## config.mk

```make
export PLATFORM = sky130hd
export DESIGN_NAME = wb_slave_port_np_flat
export DESIGN_NICKNAME = d
export VERILOG_FILES = /design/src/rtl/wb_slave_port_np_if.sv /design/src/rtl/wb_slave_port_np.sv /design/src/flat_wrapper.sv
export SDC_FILE = /design/constraint.sdc
export NUM_CORES = 1
export LEC_CHECK = 0
export ABC_AREA = 1
export BUFFER_PORTS_ARGS = -buffer_cell sky130_fd_sc_hd__buf_2
export CORE_AREA = 8 8 233 235
export CTS_CLUSTER_DIAMETER = 100
export DETAILED_ROUTE_END_ITERATION = 16
export DIE_AREA = 0 0 241 243
export GPL_ROUTABILITY_DRIVEN = 0
export PLACE_DENSITY = 0.39
export SYNTH_ARGS = -nofsm -noshare
export SYNTH_HDL_FRONTEND = slang
export SYNTH_SLANG_ARGS = --single-unit
```

## constraint.sdc

```tcl
create_clock -name clk_i -period 1.8 [get_ports clk_i]
set_clock_uncertainty 0.15 [all_clocks]
set_input_delay 0.27 -clock clk_i [delete_from_list [all_inputs] [get_ports clk_i]]
set_output_delay 0.27 -clock clk_i [all_outputs]
set_load 0.01 [all_outputs]
```

## src/rtl/wb_slave_port_np_if.sv

```systemverilog
// -----------------------------------------------------------------------------
// wb_slave_port_np_if
//   Bundle of the Wishbone signals that cross wb_slave_port_np: the N master
//   request/response vectors (master i at slice i) and the single slave side.
//   Signal suffixes (_i/_o) are as seen from the port module.
// Modports
//   slave  : view taken by wb_slave_port_np (serves the masters, drives the slave)
//   master : opposite view, for whatever drives the masters and models the slave
// -----------------------------------------------------------------------------
interface wb_slave_port_np_if #(
    parameter int NUM_MST = 4,
    parameter int DW      = 32,
    parameter int AW      = 32,
    parameter int BLW     = 10
);
    // master side
    logic [NUM_MST*DW-1:0]   m_wbd_dat_i;
    logic [NUM_MST*AW-1:0]   m_wbd_adr_i;
    logic [NUM_MST*DW/8-1:0] m_wbd_sel_i;
    logic [NUM_MST*BLW-1:0]  m_wbd_bl_i;
    logic [NUM_MST-1:0]      m_wbd_bry_i;
    logic [NUM_MST-1:0]      m_wbd_we_i;
    logic [NUM_MST-1:0]      m_wbd_cyc_i;
    logic [NUM_MST-1:0]      m_wbd_stb_i;
    logic [NUM_MST*4-1:0]    m_wbd_tid_i;
    logic [NUM_MST*DW-1:0]   m_wbd_dat_o;
    logic [NUM_MST-1:0]      m_wbd_ack_o;
    logic [NUM_MST-1:0]      m_wbd_lack_o;
    logic [NUM_MST-1:0]      m_wbd_err_o;
    // slave side
    logic [DW-1:0]           s_wbd_dat_i;
    logic                    s_wbd_ack_i;
    logic                    s_wbd_lack_i;
    logic [DW-1:0]           s_wbd_dat_o;
    logic [AW-1:0]           s_wbd_adr_o;
    logic [DW/8-1:0]         s_wbd_sel_o;
    logic [BLW-1:0]          s_wbd_bl_o;
    logic                    s_wbd_bry_o;
    logic                    s_wbd_we_o;
    logic                    s_wbd_cyc_o;
    logic                    s_wbd_stb_o;

    modport slave (
        input  m_wbd_dat_i, m_wbd_adr_i, m_wbd_sel_i, m_wbd_bl_i, m_wbd_bry_i,
               m_wbd_we_i, m_wbd_cyc_i, m_wbd_stb_i, m_wbd_tid_i,
               s_wbd_dat_i, s_wbd_ack_i, s_wbd_lack_i,
        output m_wbd_dat_o, m_wbd_ack_o, m_wbd_lack_o, m_wbd_err_o,
               s_wbd_dat_o, s_wbd_adr_o, s_wbd_sel_o, s_wbd_bl_o, s_wbd_bry_o,
               s_wbd_we_o, s_wbd_cyc_o, s_wbd_stb_o
    );

    modport master (
        output m_wbd_dat_i, m_wbd_adr_i, m_wbd_sel_i, m_wbd_bl_i, m_wbd_bry_i,
               m_wbd_we_i, m_wbd_cyc_i, m_wbd_stb_i, m_wbd_tid_i,
               s_wbd_dat_i, s_wbd_ack_i, s_wbd_lack_i,
        input  m_wbd_dat_o, m_wbd_ack_o, m_wbd_lack_o, m_wbd_err_o,
               s_wbd_dat_o, s_wbd_adr_o, s_wbd_sel_o, s_wbd_bl_o, s_wbd_bry_o,
               s_wbd_we_o, s_wbd_cyc_o, s_wbd_stb_o
    );
endinterface

```

## src/rtl/wb_slave_port_np.sv

```systemverilog
// -----------------------------------------------------------------------------
// wb_slave_port_np
//   N-master to 1-slave Wishbone port. Masters addressing this slave (by target
//   id) are served one at a time under round-robin arbitration. The owner keeps
//   the slave until last-ack, abort (strobe dropped) or watchdog timeout.
// Ports
//   clk_i         clock
//   rst_n         synchronous active-low reset
//   cfg_slave_id  target id of this slave
//   cfg_tmo_en    enables the silent-slave watchdog
//   bus           wb_slave_port_np_if.slave: master vectors + slave signals
//   gnt_id_o      current owner index (BUSY/DONE), 0 otherwise
//   tmo_evt_o     one-cycle pulse when the watchdog fires
// -----------------------------------------------------------------------------
module wb_slave_port_np #(
    parameter int NUM_MST = 4,
    parameter int DW      = 32,
    parameter int AW      = 32,
    parameter int BLW     = 10,
    parameter int TMO_W   = 8,
    parameter int TMO_CYC = 255
) (
    input  logic                clk_i,
    input  logic                rst_n,
    input  logic [3:0]          cfg_slave_id,
    input  logic                cfg_tmo_en,
    wb_slave_port_np_if.slave   bus,
    output logic [2:0]          gnt_id_o,
    output logic                tmo_evt_o
);
    localparam int SW   = DW / 8;
    localparam int MAXM = 8;    // per-master tables padded so a 3-bit index is exact

    typedef enum logic [1:0] {IDLE, BUSY, DONE} state_t;

    state_t           state_q, state_d;
    logic [2:0]       gnt_q, gnt_d, last_gnt_q, last_gnt_d;
    logic [TMO_W-1:0] tmo_cnt_q;

    logic [DW-1:0]    dat_a [MAXM];
    logic [AW-1:0]    adr_a [MAXM];
    logic [SW-1:0]    sel_a [MAXM];
    logic [BLW-1:0]   bl_a  [MAXM];
    logic [MAXM-1:0]  req, cyc_a, we_a, bry_a;

    logic             busy, done_st, g_req, s_any_ack, tmo_hit, any_req, found;
    logic [2:0]       pick;
    int               rr_idx;

    // Slice the flat master vectors into indexable tables.
    for (genvar i = 0; i < MAXM; i++) begin : g_slice
        if (i < NUM_MST) begin : g_real
            logic unused_lsb;
            // Word-aligned slave: address bits [1:0] are dropped on purpose.
            assign unused_lsb = ^bus.m_wbd_adr_i[i*AW +: 2];
            assign dat_a[i] = bus.m_wbd_dat_i[i*DW +: DW];
            assign adr_a[i] = {bus.m_wbd_adr_i[i*AW+2 +: AW-2], 2'b00};
            assign sel_a[i] = bus.m_wbd_sel_i[i*SW +: SW];
            assign bl_a[i]  = bus.m_wbd_bl_i[i*BLW +: BLW];
            assign cyc_a[i] = bus.m_wbd_cyc_i[i];
            assign we_a[i]  = bus.m_wbd_we_i[i];
            assign bry_a[i] = bus.m_wbd_bry_i[i];
            assign req[i]   = bus.m_wbd_stb_i[i] & (bus.m_wbd_tid_i[i*4 +: 4] == cfg_slave_id);
        end else begin : g_pad
            assign dat_a[i] = '0;
            assign adr_a[i] = '0;
            assign sel_a[i] = '0;
            assign bl_a[i]  = '0;
            assign cyc_a[i] = 1'b0;
            assign we_a[i]  = 1'b0;
            assign bry_a[i] = 1'b0;
            assign req[i]   = 1'b0;
        end
    end

    // Outputs are gated by rst_n so they read 0 during the reset cycle itself.
    assign busy      = rst_n && (state_q == BUSY);
    assign done_st   = rst_n && (state_q == DONE);
    assign g_req     = req[gnt_q];
    assign s_any_ack = bus.s_wbd_ack_i | bus.s_wbd_lack_i;
    // Any slave ack in the same cycle beats the watchdog.
    assign tmo_hit   = busy && g_req && cfg_tmo_en && !s_any_ack &&
                       (tmo_cnt_q == TMO_W'(TMO_CYC - 1));
    assign any_req   = |req;

    // Round-robin search starting just after the previous winner.
    always_comb begin
        // NOTE: every always_comb output gets a default first so no latch is inferred.
        pick   = last_gnt_q;
        found  = 1'b0;
        rr_idx = 0;
        for (int k = 1; k <= NUM_MST; k++) begin
            rr_idx = int'(last_gnt_q) + k;
            if (rr_idx >= NUM_MST) rr_idx = rr_idx - NUM_MST;
            if (!found && req[3'(rr_idx)]) begin
                found = 1'b1;
                pick  = 3'(rr_idx);
            end
        end
    end

    always_comb begin
        state_d    = state_q;
        gnt_d      = gnt_q;
        last_gnt_d = last_gnt_q;
        unique case (state_q)
            IDLE: if (any_req) begin
                state_d    = BUSY;
                gnt_d      = pick;
                last_gnt_d = pick;
            end
            BUSY: if (bus.s_wbd_lack_i || tmo_hit || !g_req) state_d = DONE;
            DONE: state_d = IDLE;
            default: state_d = IDLE;
        endcase
    end

    // NOTE: reset is synchronous (sampled on the clock edge), not in the sensitivity list.
    always_ff @(posedge clk_i) begin
        if (!rst_n) begin
            // NOTE: sequential state uses non-blocking assignments only.
            state_q    <= IDLE;
            gnt_q      <= '0;
            last_gnt_q <= 3'(NUM_MST - 1);
        end else begin
            state_q    <= state_d;
            gnt_q      <= gnt_d;
            last_gnt_q <= last_gnt_d;
        end
    end

    // Watchdog: held at 0 outside BUSY (so it is clear on entry), cleared by
    // any slave ack, counts stalled strobe cycles and saturates.
    always_ff @(posedge clk_i) begin
        if (!rst_n || state_q != BUSY) begin
            tmo_cnt_q <= '0;
        end else if (s_any_ack) begin
            tmo_cnt_q <= '0;
        end else if (g_req && tmo_cnt_q != '1) begin
            tmo_cnt_q <= tmo_cnt_q + 1'b1;
        end
    end

    always_comb begin
        bus.m_wbd_dat_o  = '0;
        bus.m_wbd_ack_o  = '0;
        bus.m_wbd_lack_o = '0;
        bus.m_wbd_err_o  = '0;
        // Responses reach only the owner, and only while it still strobes.
        for (int i = 0; i < NUM_MST; i++) begin
            if (busy && g_req && gnt_q == 3'(i)) begin
                bus.m_wbd_dat_o[i*DW +: DW] = bus.s_wbd_dat_i;
                bus.m_wbd_ack_o[i]          = bus.s_wbd_ack_i;
                bus.m_wbd_lack_o[i]         = bus.s_wbd_lack_i | tmo_hit;
                bus.m_wbd_err_o[i]          = tmo_hit;
            end
        end
        bus.s_wbd_dat_o = busy ? dat_a[gnt_q] : '0;
        bus.s_wbd_adr_o = busy ? adr_a[gnt_q] : '0;
        bus.s_wbd_sel_o = busy ? sel_a[gnt_q] : '0;
        bus.s_wbd_bl_o  = busy ? bl_a[gnt_q]  : '0;
        bus.s_wbd_bry_o = busy && bry_a[gnt_q];
        bus.s_wbd_we_o  = busy && we_a[gnt_q];
        bus.s_wbd_cyc_o = busy && cyc_a[gnt_q];
        bus.s_wbd_stb_o = busy && g_req && !tmo_hit;
    end

    assign gnt_id_o  = (busy || done_st) ? gnt_q : 3'd0;
    assign tmo_evt_o = tmo_hit;

endmodule

```

## src/flat_wrapper.sv

```systemverilog
// flat-port wrapper written by rule: the top's interface ports become plain ports
module wb_slave_port_np_flat 
#(
    parameter int NUM_MST = 4,
    parameter int DW      = 32,
    parameter int AW      = 32,
    parameter int BLW     = 10,
    parameter int TMO_W   = 8,
    parameter int TMO_CYC = 255
)
  (clk_i, rst_n, cfg_slave_id, cfg_tmo_en, gnt_id_o, tmo_evt_o, bus_m_wbd_dat_i, bus_m_wbd_adr_i, bus_m_wbd_sel_i, bus_m_wbd_bl_i, bus_m_wbd_bry_i, bus_m_wbd_we_i, bus_m_wbd_cyc_i, bus_m_wbd_stb_i, bus_m_wbd_tid_i, bus_s_wbd_dat_i, bus_s_wbd_ack_i, bus_s_wbd_lack_i, bus_m_wbd_dat_o, bus_m_wbd_ack_o, bus_m_wbd_lack_o, bus_m_wbd_err_o, bus_s_wbd_dat_o, bus_s_wbd_adr_o, bus_s_wbd_sel_o, bus_s_wbd_bl_o, bus_s_wbd_bry_o, bus_s_wbd_we_o, bus_s_wbd_cyc_o, bus_s_wbd_stb_o);
  wb_slave_port_np_if #(.NUM_MST(NUM_MST), .DW(DW), .AW(AW), .BLW(BLW)) bus_i ();
  input  logic clk_i;
  input  logic rst_n;
  input  logic [3:0] cfg_slave_id;
  input  logic cfg_tmo_en;
  output logic [2:0] gnt_id_o;
  output logic tmo_evt_o;
  input wire logic [$bits(bus_i.m_wbd_dat_i)-1:0] bus_m_wbd_dat_i;
  input wire logic [$bits(bus_i.m_wbd_adr_i)-1:0] bus_m_wbd_adr_i;
  input wire logic [$bits(bus_i.m_wbd_sel_i)-1:0] bus_m_wbd_sel_i;
  input wire logic [$bits(bus_i.m_wbd_bl_i)-1:0] bus_m_wbd_bl_i;
  input wire logic [$bits(bus_i.m_wbd_bry_i)-1:0] bus_m_wbd_bry_i;
  input wire logic [$bits(bus_i.m_wbd_we_i)-1:0] bus_m_wbd_we_i;
  input wire logic [$bits(bus_i.m_wbd_cyc_i)-1:0] bus_m_wbd_cyc_i;
  input wire logic [$bits(bus_i.m_wbd_stb_i)-1:0] bus_m_wbd_stb_i;
  input wire logic [$bits(bus_i.m_wbd_tid_i)-1:0] bus_m_wbd_tid_i;
  input wire logic [$bits(bus_i.s_wbd_dat_i)-1:0] bus_s_wbd_dat_i;
  input wire logic [$bits(bus_i.s_wbd_ack_i)-1:0] bus_s_wbd_ack_i;
  input wire logic [$bits(bus_i.s_wbd_lack_i)-1:0] bus_s_wbd_lack_i;
  output wire logic [$bits(bus_i.m_wbd_dat_o)-1:0] bus_m_wbd_dat_o;
  output wire logic [$bits(bus_i.m_wbd_ack_o)-1:0] bus_m_wbd_ack_o;
  output wire logic [$bits(bus_i.m_wbd_lack_o)-1:0] bus_m_wbd_lack_o;
  output wire logic [$bits(bus_i.m_wbd_err_o)-1:0] bus_m_wbd_err_o;
  output wire logic [$bits(bus_i.s_wbd_dat_o)-1:0] bus_s_wbd_dat_o;
  output wire logic [$bits(bus_i.s_wbd_adr_o)-1:0] bus_s_wbd_adr_o;
  output wire logic [$bits(bus_i.s_wbd_sel_o)-1:0] bus_s_wbd_sel_o;
  output wire logic [$bits(bus_i.s_wbd_bl_o)-1:0] bus_s_wbd_bl_o;
  output wire logic [$bits(bus_i.s_wbd_bry_o)-1:0] bus_s_wbd_bry_o;
  output wire logic [$bits(bus_i.s_wbd_we_o)-1:0] bus_s_wbd_we_o;
  output wire logic [$bits(bus_i.s_wbd_cyc_o)-1:0] bus_s_wbd_cyc_o;
  output wire logic [$bits(bus_i.s_wbd_stb_o)-1:0] bus_s_wbd_stb_o;
  assign bus_i.m_wbd_dat_i = bus_m_wbd_dat_i;
  assign bus_i.m_wbd_adr_i = bus_m_wbd_adr_i;
  assign bus_i.m_wbd_sel_i = bus_m_wbd_sel_i;
  assign bus_i.m_wbd_bl_i = bus_m_wbd_bl_i;
  assign bus_i.m_wbd_bry_i = bus_m_wbd_bry_i;
  assign bus_i.m_wbd_we_i = bus_m_wbd_we_i;
  assign bus_i.m_wbd_cyc_i = bus_m_wbd_cyc_i;
  assign bus_i.m_wbd_stb_i = bus_m_wbd_stb_i;
  assign bus_i.m_wbd_tid_i = bus_m_wbd_tid_i;
  assign bus_i.s_wbd_dat_i = bus_s_wbd_dat_i;
  assign bus_i.s_wbd_ack_i = bus_s_wbd_ack_i;
  assign bus_i.s_wbd_lack_i = bus_s_wbd_lack_i;
  assign bus_m_wbd_dat_o = bus_i.m_wbd_dat_o;
  assign bus_m_wbd_ack_o = bus_i.m_wbd_ack_o;
  assign bus_m_wbd_lack_o = bus_i.m_wbd_lack_o;
  assign bus_m_wbd_err_o = bus_i.m_wbd_err_o;
  assign bus_s_wbd_dat_o = bus_i.s_wbd_dat_o;
  assign bus_s_wbd_adr_o = bus_i.s_wbd_adr_o;
  assign bus_s_wbd_sel_o = bus_i.s_wbd_sel_o;
  assign bus_s_wbd_bl_o = bus_i.s_wbd_bl_o;
  assign bus_s_wbd_bry_o = bus_i.s_wbd_bry_o;
  assign bus_s_wbd_we_o = bus_i.s_wbd_we_o;
  assign bus_s_wbd_cyc_o = bus_i.s_wbd_cyc_o;
  assign bus_s_wbd_stb_o = bus_i.s_wbd_stb_o;
  wb_slave_port_np #(.NUM_MST(NUM_MST), .DW(DW), .AW(AW), .BLW(BLW), .TMO_W(TMO_W), .TMO_CYC(TMO_CYC)) u_core (.clk_i(clk_i), .rst_n(rst_n), .cfg_slave_id(cfg_slave_id), .cfg_tmo_en(cfg_tmo_en), .bus(bus_i), .gnt_id_o(gnt_id_o), .tmo_evt_o(tmo_evt_o));
endmodule
```

==> results of run 1 <==
[through the flow]
stage               utilization [%]  power (mW)  TNS (ps)
floorplan                         -       1.361    -29570
global placement              16.57       2.543    -94450
detailed placement            16.57       2.540    -97680
CTS                           18.84       3.931   -102230
global route                  21.18       4.712   -113750
finish                        21.19       4.464    -96950
[cells by family (layout without fill, tap and decap cells)]
logic type	Yosys count	in the layout	synth area share, %
other cells	1	4	0.09603
xor+xnor	5	5	1.122
fa+ha+maj	4	4	1.282
buf+inv	132	828	15.54
flops	15	15	7.690
simple gates	279	279	29.99
compound gates	263	263	44.28
[metal layers]
metal  GRT usage, %  up-vias  part of all wire [%]
li1               -     3846                     -
met1          15.08     3817                    38
met4          4.026        8                   3.5
met3          3.059       84                   8.8
met5              0        -                  0.12
met2          24.15      555                    50
[how the worst min path moves through the flow]
stage,endpoint,from,depth (start not counted)
floorplan,u_core.last_gnt_q[0],rst_n,1
global placement,u_core.tmo_cnt_q[0],u_core.tmo_cnt_q[0],2
detailed placement,u_core.tmo_cnt_q[0],u_core.tmo_cnt_q[0],2
CTS,u_core.last_gnt_q[0],rst_n,3
global route,u_core.last_gnt_q[0],rst_n,3
finish,u_core.last_gnt_q[0],rst_n,3
[synthesized netlist by cell type (all sizes together)]
library cell / count
a211oi: 1
a21oi: 91
a22oi: 158
a31o: 1
and3: 1
buf: 21
clkbuf: 35
conb: 1
dfxtp: 15
ha: 4
inv: 76
nand2: 75
nand3: 16
nand4: 9
nor2: 174
nor3: 4
o211a: 1
o211ai: 1
o21ai: 10
xnor2: 3
xor2: 2
[power breakdown]
| group | internal, mW | switching, mW |
|---|---|---|
| combinational | 1.82 | 1.82 |
| clock | 0.301 | 0.146 |
| sequential | 0.350 | 0.0200 |
| total | 2.47 | 1.99 |
[timing repair]
item | 4_1_cts | 5_1_grt
pin swaps | 31 | 71
setup buffers | 23 | 21
gates cloned | 14 | 11
endpoints found under the setup margin | 233 | 236
gates resized for setup | 124 | 255
[flip-flops by register name (all words and copies together), names as in the netlist]
signal,flops
u_core.gnt_q,2
u_core.last_gnt_q,3
u_core.state_q,2
u_core.tmo_cnt_q,8
[final cells by class]
cell class	instances	area (um^2)
fillers	5703	39940
clock buffers	4	78.83
flip-flops and latches	15	310.3
inverters	76	300.3
well taps	680	850.8
repair buffers	748	5233
multi-input cells	553	3960
diodes	2	5.005
[critical path, delay by kind of cell (launching register included)]
family                 cells  cell delay [ps]
AOI/OAI and AO/OA          1              130
buffers and inverters      3              460
DFF                        1              380
and+or+nand+nor            7              700
==> flow_summary.ini, run 1 <==
[status]
status = finished, violations left
violations = negative setup slack

[route]
drt_iter0_drc = 349
dr.pass1.iters = 7
vias_per_cell = 3.999
drt_wl_total_mm = 45.75
drc_errors = 0
avgRoutedWirePerCell_um = 22.02
ant_nets = 0
route.vias.total = 8310

[logic_synthesis]
synth.area.top_cells = a22oi_1 (30%), nor2_1 (16%), a21oi_1 (12%)
ys_warn_count = 0
netlist_area_mm2 = 0.003905
synth_cells = 699
synth_seq_cells = 15
syn_area_per_cell_um2 = 5.587
synth_top_area_cell = a22oi_1
synth.top_cell.area_share_pct = 30.37
yosys.cell_types.count = 33
yosysSeqAreaShare_pct = 7.690

[clock_tree]
clock_sinks = 15
cts_buffers = 3
htreeDepth = 1
clkTransAtPathRegs_ps = 50
clk_path_buf_depth = 2
clkLatencyLatePin_ps = 250
cts-root-buf = clkbuf_16
cts_tree = built
cts-hold-fix-buffers = 0

[power]
ir_worst_vdd_v = 0.0002523
p_leak_nw = 5.468
power_per_cell_area_mw_per_mm2 = 415.7

[die]
rows = 83
dieArea_mm2 = 0.05856
start_util_pct = 7.705
core_area_mm2 = 0.05068
chipHeight_um = 243
num_io_pins = 611
chipWidth_um = 241

[sta]
slew_violations = 0
hold-worst-slack_ps = 184.3
hold_viol = 0
fin_crit_sh_pct = 131.2
setup_slack_ps = -560.7
rsz0062_at_grt = true
setup_violations = 224
max_freq_mhz = 423.6
period_needed_ps = 2361

[global_routing]
grt_max_degree = 57
antenna_found_initial = 8
track_usage_pct = 13.27
grt_pass1_vias = 8339
grt_pass1_wl_mm = 57.50
grt-ovfl-total = 0

[job]
cap_viol_max_count = 0

[worst_setup_path]
slowest_stage = dfxtp_4
crit_chain = buf_12 > nor2_4 > nand2_2 > nand2_2 > a21oi_4 > nand2_4 > nor2_8 > nand2_8 > clkbuf_16 > nor2_1 > buf_2
crit_fanout = 12
rr_worst_depth = 13
crit_type = flop to output port
r2r-end = u_core.state_q[1]
reg2reg_setup_slack_ps = -130
setup.worst_path.start_class = flop
endpoint = bus_m_wbd_dat_o[115]
critPathCaptureType = output port
startpoint = u_core.gnt_q[1]
required_ps = 1380
worstReg2RegStart = u_core.gnt_q[1]
crit_arrival_ps = 1940
timing.critical_path.mode_cell = nand2_2
slowest_delay_ps = 380

[final_layout]
final_cell_mix = buf_2 (556), nor2_1 (115), buf_4 (83)
fin_nets = 1786
final_common_cell = buf_2
layout.cells.non_filler = 2078
drive_above_1_share_pct = 70.70
area_growth_pct = 175.0
final_area_mm2 = 0.01074

[min_path]
hp-class = primary input to flop

[placed_design]
dpl-instance-area_mm2 = 0.008399
hpwl_mm = 33.70
dp_slack_ps = -609.3
numPortBuffers = 600
dp_cells = 2018
Note: power is estimated with default switching activity, not from simulation.
==> inputs of run 2 (changes only) <==
Settings changed: CORE_AREA 8 8 233 235 to 2 2 241 243, DIE_AREA 0 0 241 243 to 0 0 243 245, PLACE_DENSITY 0.39 to 0.37, RECOVER_POWER set to 50.
==> run 2 against run 1 <==
The run still ends with negative setup slack left. Via count decreased by 3.7%. Sequential power about the same. Routed wire length decreased by 14%. Hold slack got worse by 59 ps. Register-to-register slack got worse by 180 ps. Clock power about the same. Worst setup slack improved by 89 ps. Sequential share of layout area increased by 0.29 points. Sequential cell count unchanged. Largest cell class unchanged. Largest power group unchanged. Highest routed layer unchanged.
==> flow_summary.ini, run 2 (synthesis gave the netlist of run 1 again) <==
[sta]
period_needed_ps = 2272
max_freq_mhz = 440.2
hold-worst-slack_ps = 125.4
hold_viol = 0
worst_pin_slew_ps = 535.5
rsz0062_at_grt = true
setup_violations = 228
fin_crit_sh_pct = 126.2
slew_violations = 0
slew_headroom_pct = 64.30
setup_slack_ps = -471.5

[clock_tree]
clkTransAtPathRegs_ps = 50
clock_sinks = 15
cts_buffers = 3
clk_path_buf_depth = 2
htreeDepth = 1
cts_tree = built
cts-hold-fix-buffers = 0
cts-root-buf = clkbuf_16
clkLatencyLatePin_ps = 250

[global_routing]
grt_pass1_vias = 7470
track_usage_pct = 10.95
grt_pass1_wl_mm = 48.67
antenna_found_initial = 13
grt-ovfl-total = 0
grt_max_degree = 40

[die]
rows = 88
start_util_pct = 6.847
core_area_mm2 = 0.05703
chipHeight_um = 245
dieArea_mm2 = 0.05954
chipWidth_um = 243
num_io_pins = 611

[job]
cap_viol_max_count = 0

[final_layout]
final_area_mm2 = 0.009728
drive_above_1_share_pct = 64.34
fin_nets = 1750
largestRegisters = u_core.tmo_cnt_q (8), u_core.last_gnt_q (3)
utilization_pct = 17.06
area_growth_pct = 149.1
final_cell_mix = buf_2 (568), a22oi_1 (153), nor2_1 (82)
final_common_cell = buf_2
regMostFlops = u_core.tmo_cnt_q
largest_reg_flops = 8

[worst_setup_path]
setup.worst_path.start_class = flop
crit_type = flop to output port
required_ps = 1380
crit_arrival_ps = 1850
reg2reg_setup_slack_ps = -310
crit_fanout = 18
critPathCaptureType = output port

[route]
drt_wl_total_mm = 39.23
ant_nets = 0
drt_iter0_drc = 469
avgRoutedWirePerCell_um = 18.43
route.vias.total = 8005
drc_errors = 0
vias_per_cell = 3.760
dr.pass1.iters = 5

[power]
totalPowerFinal_mw = 3.394
p_leak_nw = 5.156
power_per_cell_area_mw_per_mm2 = 348.9
ir_worst_vdd_v = 0.0002111

[placed_design]
dpl-instance-area_mm2 = 0.008427
hpwl_mm = 31.03
numPortBuffers = 600
dp_slack_ps = -617.0

[status]
status = finished, violations left
violations = negative setup slack

[min_path]
hp-class = primary input to flop
run 2: cell types whose count changed in the layout (fill, tap and decap cells not counted), moves of 21 or more:
cell / previous run / this run
a22oi_1: 81 / 153
a22oi_2: 77 / 5
nor2_2: 36 / 73
nor2_1: 115 / 82
a21oi_1: 49 / 78
a21oi_2: 40 / 12
buf_6: 52 / 31
run 2: routing by layer:
metal  part of all wire [%]  up-vias  global-route usage (%)
met4                    5.9       16                   5.179
li1                       -     3773                       -
met2                     48      508                   18.93
met5                   0.47        -                   1.062
met3                    9.6       79                   3.379
met1                     36     3629                   12.17
run 2: path summary, 6_finish.rpt:
path	startpoint	to	cells past startpoint
max reg2reg	u_core.gnt_q[0]	u_core.state_q[1]	13
min reg2reg	u_core.tmo_cnt_q[5]	u_core.tmo_cnt_q[5]	2
max	u_core.gnt_q[0]	bus_m_wbd_dat_o[115]	9
min	rst_n	u_core.last_gnt_q[0]	2
run 2: report_power, final:
part	switching, mW	internal (mW)
logic	1.41	1.17
registers	0.0199	0.350
clock network	0.147	0.297
total	1.58	1.82
run 2: area by class of cell:
| class | count | area (um^2) |
|---|---|---|
| fillers | 6589 | 47310 |
| repair buffers | 712 | 4502 |
| multi-input cells | 553 | 3555 |
| well taps | 765 | 957.2 |
| inverters | 76 | 315.3 |
| flip-flops and latches | 15 | 309.0 |
| clock buffers | 3 | 75.07 |
| diodes | 4 | 10.01 |
| clock inverters | 1 | 5.005 |
run 2: repair_timing:
action / in CTS / in global routing
resized for setup: 46 / 184
setup buffers: 15 / 7
setup endpoints to repair: 233 / 238
pin swaps: 13 / 19
cloned: 0 / 14
run 2: metrics by stage:
stage / TNS [ps] / instances
2_1_floorplan: -29570 / 700
3_3_place_gp: -95780 / 2086
3_5_place_dp: -99050 / 2086
4_1_cts: -103690 / 2105
5_1_grt: -113540 / 2128
6_report: -90330 / 2129
run 2: worst max-delay path, cell delays in order (launching register included):
cell     delay (ps)
dfxtp_4         390
buf_4           130
nor2_4           60
a21oi_2         170
nand2_4         110
nor2_8          180
nand2_4         120
buf_16          180
nor2_1          110
buf_2           150
==> inputs of run 3 (changes only) <==
Settings changed: ABC_AREA 1 to unset, CORE_AREA 2 2 241 243 to 2 2 239 241, DIE_AREA 0 0 243 245 to 0 0 241 243, GPL_TIMING_DRIVEN set to 0, PLACE_DENSITY 0.37 to 0.39.
==> run 3 against run 2 <==
The run still ends with negative setup slack left. Combinational power rose by 8.1%. Cell count fell by 8.2%. Fmax fell by 29%. Via count fell by 11%. Clock power fell by 0.9%.
==> flow_summary.ini, run 3 <==
[status]
status = finished, violations left
violations = negative setup slack

[final_layout]
layout.cells.non_filler = 1954
drive_above_1_share_pct = 86.36
fin_nets = 1585
regMostFlops = u_core.tmo_cnt_q
utilization_pct = 22.35
largest_reg_flops = 8
final_area_mm2 = 0.01250
area_growth_pct = 161.1
largestRegisters = u_core.tmo_cnt_q (8), u_core.last_gnt_q (3)
final_common_cell = buf_2
final_cell_mix = buf_2 (405), buf_6 (203), and2_4 (119)

[sta]
slew_headroom_pct = 35.08
fin_crit_sh_pct = 178.7
rsz0062_at_grt = true
period_needed_ps = 3216
max_freq_mhz = 310.9
slew_violations = 0
hold_viol = 0
setup_slack_ps = -1416
tns_ps = -241410
worst_pin_slew_ps = 963.3
hold-worst-slack_ps = 130.3
setup_violations = 236

[route]
drt_iter0_drc = 352
drt_wl_total_mm = 42.02
drc_errors = 0
ant_nets = 0
avgRoutedWirePerCell_um = 21.50
vias_per_cell = 3.665
route.vias.total = 7162
dr.pass1.iters = 4

[die]
rows = 87
chipWidth_um = 241
chipHeight_um = 243
dieArea_mm2 = 0.05856
start_util_pct = 8.560
num_io_pins = 611
core_area_mm2 = 0.05595

[logic_synthesis]
synth.area.mux_share_pct = 38.92
synth_compound_area_share_pct = 5.251
synth_cells = 520
yosys.area_share.simple_pct = 38.30
yosys.cell_types.count = 49
synth_xor_area_share_pct = 3.474
ys_warn_count = 0
syn_area_per_cell_um2 = 9.211
synthTopCellsByCount = and2_1 (118), mux4_2 (81), nor2b_1 (81), nor2_1 (30), clkbuf_1 (19)
yosysSeqAreaShare_pct = 6.270
yosysMostFrequentCell = and2_1
synth-adder-area-share_pct = 1.045
synth_top_family_by_area = multiplexers
netlist_area_mm2 = 0.004790
synth_top_area_cell = mux4_2
synth.top_cell.area_share_pct = 38.09
synth-edff-count = 0
ys.flop_type = dfxtp_1
synth_seq_cells = 15
synth.area.top_cells = mux4_2 (38%), and2_1 (15%), nor2b_1 (11%)
ys_async_sr_fraction_pct = 0

[clock_tree]
clock_sinks = 15
cts_buffers = 3
clkLatencyLatePin_ps = 250
clkTransAtPathRegs_ps = 50
cts-root-buf = clkbuf_16
cts_tree = built
cts-hold-fix-buffers = 0
clk_path_buf_depth = 2
htreeDepth = 1

[worst_setup_path]
slowest_delay_ps = 510
crit_type = primary input to output port
crit_arrival_ps = 2800
crit_chain = buf_8 > nor2b_4 > a221o_1 > or3_4 > mux4_2 > or2_4 > nor3_4 > buf_12 > clkbuf_16 > and2_1 > buf_2
crit_fanout = 9
slowest_stage = mux4_2
setup.worst_path.start_class = primary input
required_ps = 1380
critPathCaptureType = output port

[global_routing]
grt_pass1_wl_mm = 52.97
grt_util_met1_pct = 16.83
grt_use_met2_pct = 19.84
grt_max_degree = 11
grt-ovfl-total = 0
busiest_layer = met2
use_met3_pct = 5.391
antenna_found_initial = 10
track_usage_pct = 12.85
grt_pass1_vias = 6984

[placed_design]
dp_slack_ps = -1739
dpl-instance-area_mm2 = 0.009032
numPortBuffers = 600
dp_cells = 1877
hpwl_mm = 34.93

[power]
ir_worst_vdd_v = 0.0002459
p_leak_nw = 5.652
totalPowerFinal_mw = 3.590
power_per_cell_area_mw_per_mm2 = 287.1

[job]
cap_viol_max_count = 0

[min_path]
hp-class = primary input to flop
-- run 3: changes by cell type in the layout (fill, tap and decap cells not counted), moves of 47 or more --
cell | before | now
a21oi_1 | 78 | 7
a22oi_1 | 153 | 0
and2_4 | 0 | 119
buf_2 | 568 | 405
buf_4 | 77 | 26
buf_6 | 31 | 203
inv_1 | 63 | 4
mux4_2 | 0 | 81
nand2_1 | 56 | 9
nor2_1 | 82 | 21
nor2_2 | 73 | 6
nor2b_4 | 0 | 68
-- run 3: critical path, delay by kind of cell --
family | cells | cell delay [ps]
AO/OA/AOI/OAI | 1 | 300
buffers and inverters | 4 | 570
multiplexers | 1 | 510
AND/OR/NAND/NOR | 5 | 1140
-- run 3: power breakdown --
group,switching [mW],internal (mW),total (mW)
logic,1.11,1.68,2.79
registers,0.0160,0.346,0.362
clock network,0.140,0.300,0.440
total,1.26,2.33,3.59
-- run 3: repair_timing --
action	in CTS	in global routing
endpoints found under the setup margin	236	236
buffers inserted	49	16
pin swaps	19	38
resized for setup	315	242
cloned	8	9
hold endpoints to repair	0	0
-- run 3: final cells by class --
cell class	count	area, um^2
buffer	38	578.1
tap	756	945.9
multi-input combinational	448	5082
timing repair buffer	676	5436
inverter	14	66.31
clock buffer	4	78.83
fill	6126	43450
antenna	3	7.507
sequential	15	309.0
-- run 3: kinds of logic (layout without fill, tap and decap cells) --
logic type	Yosys count	count (layout)
and+or+nand+nor	303	303
muxes	85	85
buffers and inverters	58	732
AOI/OAI and AO/OA	35	35
xor gates and xnor gates	19	19
DFF	15	15
adders and majority gates	4	4
other	1	5
-- run 3: path summary, 6_finish.rpt --
kind                startpoint                    to  slack, ps  cells after the start
max            cfg_slave_id[1]   bus_m_wbd_dat_o[61]      -1420                     11
max reg2reg    u_core.gnt_q[1]   u_core.tmo_cnt_q[5]       -650                      8
min reg2reg  u_core.state_q[0]     u_core.state_q[1]        380                      2
min                      rst_n  u_core.last_gnt_q[0]        130                      2
-- run 3: metal layers --
| layer | up-vias | share of wire (%) |
|---|---|---|
| li1 | 3235 | - |
| met4 | 6 | 1.3 |
| met5 | - | 0.093 |
| met1 | 3521 | 42 |
| met3 | 30 | 12 |
| met2 | 370 | 45 |
